==> src/rtl/dco_nbit_v2_if.sv <==
// SFR-side bus of the DCO: control/period/duty values in, hardware write-back strobes out.
interface dco_nbit_v2_if #(parameter int DATA_WIDTH = 32);
  logic [DATA_WIDTH-1:0] dco_ctrl;
  logic [DATA_WIDTH-1:0] dco_cnt;
  logic [DATA_WIDTH-1:0] dco_duty;
  logic [DATA_WIDTH-1:0] hw_up_dco_ctrl;
  logic [DATA_WIDTH-1:0] hw_val_dco_ctrl;
  logic [DATA_WIDTH-1:0] hw_up_dco_cnt;
  logic [DATA_WIDTH-1:0] hw_val_dco_cnt;
  logic [DATA_WIDTH-1:0] hw_up_dco_duty;
  logic [DATA_WIDTH-1:0] hw_val_dco_duty;

  modport master (
    output dco_ctrl, dco_cnt, dco_duty,
    input  hw_up_dco_ctrl, hw_val_dco_ctrl, hw_up_dco_cnt, hw_val_dco_cnt,
           hw_up_dco_duty, hw_val_dco_duty
  );

  modport slave (
    input  dco_ctrl, dco_cnt, dco_duty,
    output hw_up_dco_ctrl, hw_val_dco_ctrl, hw_up_dco_cnt, hw_val_dco_cnt,
           hw_up_dco_duty, hw_val_dco_duty
  );
endinterface

==> src/rtl/dco_nbit_v2.sv <==
// Prescaled N-bit period/duty generator with shadowed reload, one-shot mode and
// BUSY/DONE/ON write-back into the control SFR.
module dco_nbit_v2 #(
  parameter int DATA_WIDTH = 32,
  parameter int N          = 20,
  parameter int PSC_W      = 4
) (
  input  logic           sys_clk,
  input  logic           sys_rst_n,
  input  logic           sys_clk_en,
  dco_nbit_v2_if.slave   bus,
  output logic           dco_clk_out
);
  localparam int PRE_W  = (1 << PSC_W) - 1;
  localparam int B_ON   = 0;
  localparam int B_BUSY = 8;
  localparam int B_DONE = 9;

  typedef enum logic [1:0] {IDLE, RUN, STOP} state_t;

  state_t state_q, state_d;

  logic             on, mode, pol;
  logic [PSC_W-1:0] psc;
  logic [N-1:0]     per_in, hi_in;

  logic [N-1:0]     cnt_q, per_q, hi_q;
  logic [PSC_W-1:0] psc_q;
  logic             mode_q;
  logic [PRE_W-1:0] pre_q, pre_mask;
  logic             tick, term, raw, out_q;
  logic             load, clr;

  logic [DATA_WIDTH-1:0] up_d, val_d, up_q, val_q;
  logic                  unused_bits;

  assign on     = bus.dco_ctrl[0];
  assign mode   = bus.dco_ctrl[1];
  assign pol    = bus.dco_ctrl[2];
  assign psc    = bus.dco_ctrl[4 +: PSC_W];
  assign per_in = bus.dco_cnt[N-1:0];
  assign hi_in  = bus.dco_duty[N-1:0];
  assign unused_bits = ^{bus.dco_ctrl, bus.dco_cnt, bus.dco_duty};

  // Tick once the prescaler has counted 2^psc_q enabled cycles.
  assign pre_mask = ~({PRE_W{1'b1}} << psc_q);
  assign tick     = (pre_q == pre_mask);
  assign term     = tick && (cnt_q == per_q);
  assign raw      = (cnt_q < hi_q);

  always_ff @(posedge sys_clk or negedge sys_rst_n)
    if (!sys_rst_n)      state_q <= IDLE;
    else if (sys_clk_en) state_q <= state_d;

  always_comb begin
    state_d = state_q;
    load    = 1'b0;
    clr     = 1'b0;
    up_d    = '0;
    val_d   = '0;
    unique case (state_q)
      IDLE: if (on) begin
        state_d       = RUN;
        load          = 1'b1;
        clr           = 1'b1;
        up_d[B_BUSY]  = 1'b1;
        val_d[B_BUSY] = 1'b1;
      end
      RUN: if (!on) begin
        // Abort wins over a coincident one-shot terminal tick.
        state_d      = IDLE;
        clr          = 1'b1;
        up_d[B_BUSY] = 1'b1;
      end else if (term && mode_q) begin
        state_d       = STOP;
        up_d[B_ON]    = 1'b1;
        up_d[B_BUSY]  = 1'b1;
        up_d[B_DONE]  = 1'b1;
        val_d[B_DONE] = 1'b1;
      end
      STOP: state_d = IDLE;
      default: state_d = IDLE;
    endcase
  end

  always_ff @(posedge sys_clk or negedge sys_rst_n)
    if (!sys_rst_n) begin
      cnt_q  <= '0;
      pre_q  <= '0;
      per_q  <= '0;
      hi_q   <= '0;
      psc_q  <= '0;
      mode_q <= 1'b0;
      out_q  <= 1'b0;
      up_q   <= '0;
      val_q  <= '0;
    end else if (sys_clk_en) begin
      up_q  <= up_d;
      val_q <= val_d;
      out_q <= (state_q == RUN) ? (raw ^ pol) : pol;
      if (load) begin
        per_q  <= per_in;
        hi_q   <= hi_in;
        psc_q  <= psc;
        mode_q <= mode;
      end
      if (clr) begin
        cnt_q <= '0;
        pre_q <= '0;
      end else if (state_q == RUN) begin
        pre_q <= tick ? '0 : pre_q + 1'b1;
        if (term) begin
          // Period boundary: the only point where SFR values reach the shadows.
          cnt_q <= '0;
          per_q <= per_in;
          hi_q  <= hi_in;
          psc_q <= psc;
        end else if (tick) begin
          cnt_q <= cnt_q + 1'b1;
        end
      end
    end else begin
      up_q  <= '0;
      val_q <= '0;
    end

  assign bus.hw_up_dco_ctrl  = up_q;
  assign bus.hw_val_dco_ctrl = val_q;
  assign bus.hw_up_dco_cnt   = '0;
  assign bus.hw_val_dco_cnt  = '0;
  assign bus.hw_up_dco_duty  = '0;
  assign bus.hw_val_dco_duty = '0;
  assign dco_clk_out         = out_q;
endmodule

==> src/flat_wrapper.sv <==
// flat-port wrapper written by rule: the top's interface ports become plain ports
module dco_nbit_v2_flat 
#(
  parameter int DATA_WIDTH = 32,
  parameter int N          = 20,
  parameter int PSC_W      = 4
)
  (sys_clk, sys_rst_n, sys_clk_en, dco_clk_out, bus_dco_ctrl, bus_dco_cnt, bus_dco_duty, bus_hw_up_dco_ctrl, bus_hw_val_dco_ctrl, bus_hw_up_dco_cnt, bus_hw_val_dco_cnt, bus_hw_up_dco_duty, bus_hw_val_dco_duty);
  dco_nbit_v2_if #(.DATA_WIDTH(DATA_WIDTH)) bus_i ();
  input  logic sys_clk;
  input  logic sys_rst_n;
  input  logic sys_clk_en;
  output logic dco_clk_out;
  input wire logic [$bits(bus_i.dco_ctrl)-1:0] bus_dco_ctrl;
  input wire logic [$bits(bus_i.dco_cnt)-1:0] bus_dco_cnt;
  input wire logic [$bits(bus_i.dco_duty)-1:0] bus_dco_duty;
  output wire logic [$bits(bus_i.hw_up_dco_ctrl)-1:0] bus_hw_up_dco_ctrl;
  output wire logic [$bits(bus_i.hw_val_dco_ctrl)-1:0] bus_hw_val_dco_ctrl;
  output wire logic [$bits(bus_i.hw_up_dco_cnt)-1:0] bus_hw_up_dco_cnt;
  output wire logic [$bits(bus_i.hw_val_dco_cnt)-1:0] bus_hw_val_dco_cnt;
  output wire logic [$bits(bus_i.hw_up_dco_duty)-1:0] bus_hw_up_dco_duty;
  output wire logic [$bits(bus_i.hw_val_dco_duty)-1:0] bus_hw_val_dco_duty;
  assign bus_i.dco_ctrl = bus_dco_ctrl;
  assign bus_i.dco_cnt = bus_dco_cnt;
  assign bus_i.dco_duty = bus_dco_duty;
  assign bus_hw_up_dco_ctrl = bus_i.hw_up_dco_ctrl;
  assign bus_hw_val_dco_ctrl = bus_i.hw_val_dco_ctrl;
  assign bus_hw_up_dco_cnt = bus_i.hw_up_dco_cnt;
  assign bus_hw_val_dco_cnt = bus_i.hw_val_dco_cnt;
  assign bus_hw_up_dco_duty = bus_i.hw_up_dco_duty;
  assign bus_hw_val_dco_duty = bus_i.hw_val_dco_duty;
  dco_nbit_v2 #(.DATA_WIDTH(DATA_WIDTH), .N(N), .PSC_W(PSC_W)) u_core (.sys_clk(sys_clk), .sys_rst_n(sys_rst_n), .sys_clk_en(sys_clk_en), .bus(bus_i), .dco_clk_out(dco_clk_out));
endmodule
==> config.mk <==
export PLATFORM = sky130hd
export DESIGN_NAME = dco_nbit_v2_flat
export DESIGN_NICKNAME = d
export VERILOG_FILES = /design/src/rtl/dco_nbit_v2_if.sv /design/src/rtl/dco_nbit_v2.sv /design/src/flat_wrapper.sv
export SDC_FILE = /design/constraint.sdc
export NUM_CORES = 1
export LEC_CHECK = 0
export CORE_AREA = 2 2 123 125
export CTS_CLUSTER_SIZE = 25
export DETAILED_ROUTE_END_ITERATION = 6
export DIE_AREA = 0 0 125 127
export GPL_TIMING_DRIVEN = 0
export PLACE_DENSITY = 0.85
export SLEW_MARGIN = 10
export SYNTH_ARGS = -nofsm -noshare
export SYNTH_HDL_FRONTEND = slang
export SYNTH_SLANG_ARGS = --single-unit
==> constraint.sdc <==
create_clock -name sys_clk -period 4.2 [get_ports sys_clk]
set_clock_uncertainty 0.15 [all_clocks]
set_input_delay 0.84 -clock sys_clk [delete_from_list [all_inputs] [get_ports sys_clk]]
set_output_delay 0.84 -clock sys_clk [all_outputs]
set_load 0.02 [all_outputs]
==> After elaboration in Yosys (flattened, before gate mapping) <==
Cells that the tools add are included.
W data, S select, Z words.
{ "totals": {"ff_bits": 103, "input_bits": 99, "elab_cells": 68} }
{ "op_classes": {"addsub": 2, "magnitude_cmp": 1, "n_eq_ne": 5, "shift": 1, "n_mux": 38, "n_bitwise": 2, "n_reduce_logical": 9} }
{ "ops": {"columns": ["op", "n"], "rows": [
  ["$mux W20", 12],
  ["$mux W15", 3],
  ["$add A20 B1 Y20 const B", 1],
  ["$eq A20 B20 Y1", 1],
  ["$lt A20 B20 Y1", 1],
  ["$mux W10", 2],
  ["$mux W4", 4],
  ["$add A15 B1 Y15 const B", 1],
  ["$eq A15 B15 Y1", 1],
  ["$not A15 Y15", 1],
  ["$shl A15 B4 Y15 const A", 1],
  ["$mux W1", 10],
  ["$mux W2", 4],
  ["$reduce_and A3 Y1", 2],
  ["$pmux W1 S2", 2],
  ["$pmux W2 S2", 1],
  ["$reduce_and A2 Y1", 2],
  ["$ne A3 B2 Y1 const B", 1],
  ["$reduce_bool A3 Y1", 1],
  ["$eq A2 B1 Y1 const B", 1],
  ["$logic_and A1 B1 Y1", 2],
  ["$logic_not A2 Y1", 1],
  ["$ne A2 B2 Y1 const B", 1],
  ["$reduce_bool A2 Y1", 1],
  ["$xor A1 B1 Y1", 1]
]} }

==> Logic depth before layout (Yosys ltp) <==
{ "depth": {"ltp_word": 9, "mapped_depth": 11} }

==> Worst setup path after synthesis <==
OpenSTA, ideal clock, no wires.
{ "synth_timing": {"kind": "register to register", "startpoint": "register u_core.psc_q[0]", "endpoint": "register u_core.hi_q[10]", "setup_time_ns": 0.125, "t_arrival_ns": 2.446, "setup_slack_ns": 1.479, "path_stages_with_launch": 11, "path_buffers": 3, "period_less_slack_ns": 2.721, "cell_sequence": "dfrtp_1 buf_6 or2_4 a2111oi_4 a31oi_2 a211oi_4 nand3_1 a21o_1 buf_6 buf_6 mux2_4"} }
{ "synth_between": {"elab_chain_cells": 7} }
{ "synth_rtl": {"columns": ["element", "line_no", "text"], "rows": [
  ["from (decl)", "dco_nbit_v2.sv:28", "logic [PSC_W-1:0] psc_q;"],
  ["from (signal assigned)", "dco_nbit_v2.sv:104", "psc_q <= psc;"],
  ["from (signal assigned)", "dco_nbit_v2.sv:117", "psc_q <= psc;"],
  ["$shl A15 B4 Y15", "dco_nbit_v2.sv:46", "assign pre_mask = ~({PRE_W{1'b1}} << psc_q);"],
  ["$not A15 Y15", "dco_nbit_v2.sv:46", null],
  ["$eq A15 B15 Y1", "dco_nbit_v2.sv:47", "assign tick = (pre_q == pre_mask);"],
  ["$logic_and A1 B1 Y1", "dco_nbit_v2.sv:48", "assign term = tick && (cnt_q == per_q);"],
  ["$mux W20", "dco_nbit_v2.sv:112", "if (term) begin"],
  ["$mux W20", "dco_nbit_v2.sv:110", "end else if (state_q == RUN) begin"],
  ["$mux W20", "dco_nbit_v2.sv:107", "if (clr) begin"],
  ["to (signal assigned)", "dco_nbit_v2.sv:103", "hi_q <= hi_in;"],
  ["to (signal assigned)", "dco_nbit_v2.sv:116", "hi_q <= hi_in;"],
  ["to (decl)", "dco_nbit_v2.sv:27", "logic [N-1:0] cnt_q, per_q, hi_q;"]
]} }
Every way passes these cells.
A chain may end at the register's enable or synchronous reset.

==> Worst setup path after layout <==
{ "layout_timing": {"startpoint": "register u_core.pre_q[8]", "endpoint": "register u_core.hi_q[10]"} }
{ "layout_between": {"elab_chain_cells": 5} }
{ "layout_rtl": {"columns": ["element", "line_no", "text"], "rows": [
  ["from (decl)", "dco_nbit_v2.sv:30", "logic [PRE_W-1:0] pre_q, pre_mask;"],
  ["from (signal assigned)", "dco_nbit_v2.sv:111", "pre_q <= tick ? '0 : pre_q + 1'b1;"],
  ["$eq A15 B15 Y1", "dco_nbit_v2.sv:47", null],
  ["$logic_and A1 B1 Y1", "dco_nbit_v2.sv:48", null],
  ["$mux W20", "dco_nbit_v2.sv:112", null],
  ["$mux W20", "dco_nbit_v2.sv:110", null],
  ["$mux W20", "dco_nbit_v2.sv:107", null]
]} }
Every way passes these cells.

==> reports/metrics.csv <==
stage,metric,value,unit
run_status,outcome,finished clean,
logic_synthesis,cell_types_with_the_highest_counts_after_synthesis,"190 x sky130_fd_sc_hd__buf_4, 86 x sky130_fd_sc_hd__dfrtp_1, 40 x sky130_fd_sc_hd__mux2_4, 38 x sky130_fd_sc_hd__nor2_1, 30 x sky130_fd_sc_hd__inv_1",
logic_synthesis,postSynthRegisterBits,86,
timing,final.min_clock_period,3061,ps
setup_path,r2r_end,u_core.hi_q[10],
cells_and_area,fillCellCount,1270,
power_and_ir_drop,flop_pwr_share,0.390,
setup_path,timing.reg2reg.setup_slack,1140,ps
placement,total_half_perimeter_wirelength_after_legalization_and_detailed_placement,10670,um
setup_path,crit_required,4280,ps
grt,grt_busiest_layer,met2,
detailed_routing,dr.pass1.iters,5,
setup_path,worst_r2r_path_depth,10,
power_and_ir_drop,pwr-share-comb,0.325,
power_and_ir_drop,power_leakage,4.509,nW
logic_synthesis,post_synth_inst_count,667,
logic_synthesis,synth-xor-area-share,0.05495,
cts,cts_max_level,3,
grt,antenna_found_initial,0,
logic_synthesis,syn_area,6535,um2
logic_synthesis,synthesis.area_per_instance,9.798,um2
cells_and_area,final_net_count,1040,
logic_synthesis,synth.most_common_cell,sky130_fd_sc_hd__buf_4,
cts,cts_hold_buffers,0,
detailed_routing,via_count,4850,
setup_path,timing.setup.critical_path_class,reg -> reg,
setup_path,cp_data_arrival_time,3140,ps
cts,cts_max_path_buffers,2,
logic_synthesis,synthMuxAreaShare,0.1022,
cts,cts_sinks,86,
grt,grt_start_max_net_pins,49,
cells_and_area,final_layout_size_suffix_gt1_frac,0.2936,
logic_synthesis,synthDominantCellAreaShare,0.3293,
cells_and_area,num_antenna_cells,0,
detailed_routing,detail_route.iter0.violations,312,
die,fp.dieH,127,um
power_and_ir_drop,power_density,324.6,nW/um2
timing,worst_slew_margin_rel,0.5985,
placement,portBuffers,55,
setup_path,critical_path.most_common_cell,sky130_fd_sc_hd__buf_6,
setup_path,crit_start,u_core.pre_q[8],
timing,report.final.slew_viol_count,0,
power_and_ir_drop,finalPower,2.700,mW
power_and_ir_drop,total_switching_power,863.6,uW
die,ioPinCount,292,
logic_synthesis,dominant_combinational_cell_family_by_area_after_synthesis,buffers and inverters,
setup_path,crit_path_max_cell_delay,530,ps
timing,holdWs,320.7,ps
grt,grt_util_met1,0.1978,
cells_and_area,finalCoreUtilization,0.5767,
timing,min_period_over_period,0.7289,
setup_path,cp-endpoint,u_core.hi_q[10],
logic_synthesis,ys_warn_count,0,
logic_synthesis,synthAdderAreaFrac,0.04021,
setup_path,path_cells,"clkbuf_1, or4_1, a21oi_1, a211oi_1, a211oi_4, nand3_1, a21o_1, buf_6, buf_6, mux2_4",
die,core,14420,um2
logic_synthesis,ys_types,61,
setup_path,critical_path.startpoint_type,register,
cts,clk_pin_slew_worst_paths,60,ps
die,total_die_area,15880,um2
logic_synthesis,leading_post_synthesis_cells_by_cell_area,"sky130_fd_sc_hd__dfrtp_1 33%, sky130_fd_sc_hd__buf_4 22%, sky130_fd_sc_hd__mux2_4 9.2%, sky130_fd_sc_hd__ha_1 4.0%, sky130_fd_sc_hd__xor2_1 3.2%",
cells_and_area,total_area_of_sequential_cells,2152,um2
setup_path,crit-reg2reg-launch,u_core.pre_q[8],
logic_synthesis,synth_top_cell_by_area,sky130_fd_sc_hd__dfrtp_1,
detailed_routing,drtAntennaViolNets,0,
die,effective_utilization_at_floorplan,0.4531,
setup_path,cp_slowest_cell,sky130_fd_sc_hd__a211oi_4,
logic_synthesis,synth-async-reset-ratio,1.000,
cells_and_area,layout_overhead_on_the_synthesized_area,27.28,%
timing,totalNegativeSetupSlack,0,ps
cts,cts_buffers,9,
timing,worstMarginPinSlew,599.0,ps
cts,clockRootBuffer,sky130_fd_sc_hd__clkbuf_16,
worst_hold_path,holdCritPathClass,in -> async,
grt,grt.overflow.total,0,
grt,grt_pass1_wl,21520,um
die,die-width,125,um
die,core.rowCount,44,
detailed_routing,drt_wl_total,13490,um
detailed_routing,avgRoutedWirePerCell,12.18,um
grt,first_global_vias,4404,
timing,final_hold_viol_count,0,
logic_synthesis,synth_flop_cell,sky130_fd_sc_hd__dfrtp_1,
logic_synthesis,synth_seq_area_share,0.3293,
placement,gp_routability_congestion,0.8830,
cells_and_area,footprint_of_the_multi_input_gates,3391,um2
detailed_routing,post_drt_via_cell_ratio,4.381,
grt,globalRouteMet2Util,0.3018,
placement,placed_area,8039,um2
grt,track_usage,0.1669,
setup_path,critPathMaxFanout,10,
cts,post_cts_resize_count,0,
timing,setup_viol_count_final,0,
cts,tritoncts,built,
cells_and_area,postLayoutCellArea,8318,um2
logic_synthesis,synth_edf_count,0,
power_and_ir_drop,maximum_vdd_ir_drop,224.3,uV
cts,postCtsSetupBuffers,0,
detailed_routing,drc,0,
setup_path,crit_path_end_kind,register,
timing,clock.fmax,326.7,MHz
power_and_ir_drop,internal_power,1.837,mW
timing,rsz_0062_raised_after_global_routing,no,
logic_synthesis,synth_compound_gate_area_share,0.09248,
grt,use_met3,0.03978,
power_and_ir_drop,power.switching_fraction,0.3198,
logic_synthesis,synth_simple_gate_area_share,0.1216,
power_and_ir_drop,pwr-share-clk,0.285,
cts,clk_latency,340,ps
flow_run,max_cap_violations,0,
-- cells in the final DEF (no fill, tap or decap), types with 4 or more instances in the layout --
cell,n
sky130_fd_sc_hd__a21o_1,13
sky130_fd_sc_hd__a21oi_1,19
sky130_fd_sc_hd__a22o_1,4
sky130_fd_sc_hd__a31oi_1,4
sky130_fd_sc_hd__and3_1,11
sky130_fd_sc_hd__buf_2,7
sky130_fd_sc_hd__buf_4,191
sky130_fd_sc_hd__clkbuf_1,11
sky130_fd_sc_hd__clkbuf_16,9
sky130_fd_sc_hd__clkdlybuf4s50_1,54
sky130_fd_sc_hd__conb_1,187
sky130_fd_sc_hd__dfrtp_1,86
sky130_fd_sc_hd__ha_1,21
sky130_fd_sc_hd__inv_1,30
sky130_fd_sc_hd__mux2_1,4
sky130_fd_sc_hd__mux2_4,40
sky130_fd_sc_hd__nand2_1,19
sky130_fd_sc_hd__nand3_1,14
sky130_fd_sc_hd__nand4_1,22
sky130_fd_sc_hd__nor2_1,38
sky130_fd_sc_hd__nor3_1,5
sky130_fd_sc_hd__nor4_1,7
sky130_fd_sc_hd__o21ai_0,11
sky130_fd_sc_hd__or3_1,8
sky130_fd_sc_hd__xnor2_1,17
sky130_fd_sc_hd__xor2_1,24
-- sequential cells by signal (all words and copies together), names as in the netlist --
name	count
u_core.psc_q	4
u_core.state_q	2
u_core.hi_q	20
u_core.mode_q	1
u_core.bus.hw_up_dco_ctrl	2
u_core.pre_q	15
u_core.per_q	20
u_core.bus.hw_val_dco_ctrl	1
u_core.cnt_q	20
u_core.dco_clk_out	1
-- metrics by stage --
stage          setup WS [ps]  std cells
6_report                1139       1107
5_1_grt                974.6       1107
4_1_cts                 1171       1107
3_5_place_dp           966.7       1093
3_3_place_gp          -890.0       1092
2_1_floorplan           1479        853
-- power groups by stage --
stage / sequential [mW] / clock [mW] / combinational (mW)
floorplan: 1.03 / 0 / 0.715
global placement: 1.06 / 0 / 0.844
detailed placement: 1.06 / 0 / 0.866
CTS: 1.05 / 0.785 / 0.870
global route: 1.07 / 0.823 / 0.958
finish: 1.05 / 0.770 / 0.877
-- critical path, delay by kind of cell, from the launching register on --
kind | cells | cell delay, ps
and+or+nand+nor | 2 | 570
AOI/OAI and AO/OA | 4 | 1040
buffers and inverters | 3 | 520
muxes | 1 | 310
DFF | 1 | 350
-- cell type report --
cell class	instances	area share
Tap cell	184	0.02768
Timing Repair Buffer	56	0.06919
Inverter	30	0.01354
Clock buffer	10	0.02753
Multi-Input combinational cell	524	0.4076
Buffer	213	0.1897
Sequential cell	86	0.2587
Clock inverter	4	0.006017
-- how the worst min path moves through the flow --
stage                         start         endpoint  slack (ps)  depth (start not counted)
floorplan             u_core.mode_q    u_core.mode_q         330                          1
global placement    u_core.hi_q[11]  u_core.hi_q[11]         340                          1
detailed placement  u_core.hi_q[17]  u_core.hi_q[17]         350                          1
CTS                       sys_rst_n  u_core.per_q[0]         340                          1
global route              sys_rst_n  u_core.per_q[0]         360                          1
finish                    sys_rst_n  u_core.per_q[0]         320                          1
-- per-layer routing --
metal,vias up,routed length (um)
met2,179,7036
met1,2243,5415
met5,-,0
li1,2407,-
met3,21,846
met4,0,187
-- cell families after synthesis --
logic type | Yosys count
DFF | 86
and+or+nand+nor | 147
AOI/OAI and AO/OA | 82
xor gates and xnor gates | 41
other | 1
adders and majority gates | 21
buffers and inverters | 243
muxes | 46
Note: power is estimated with default switching activity, not from simulation.
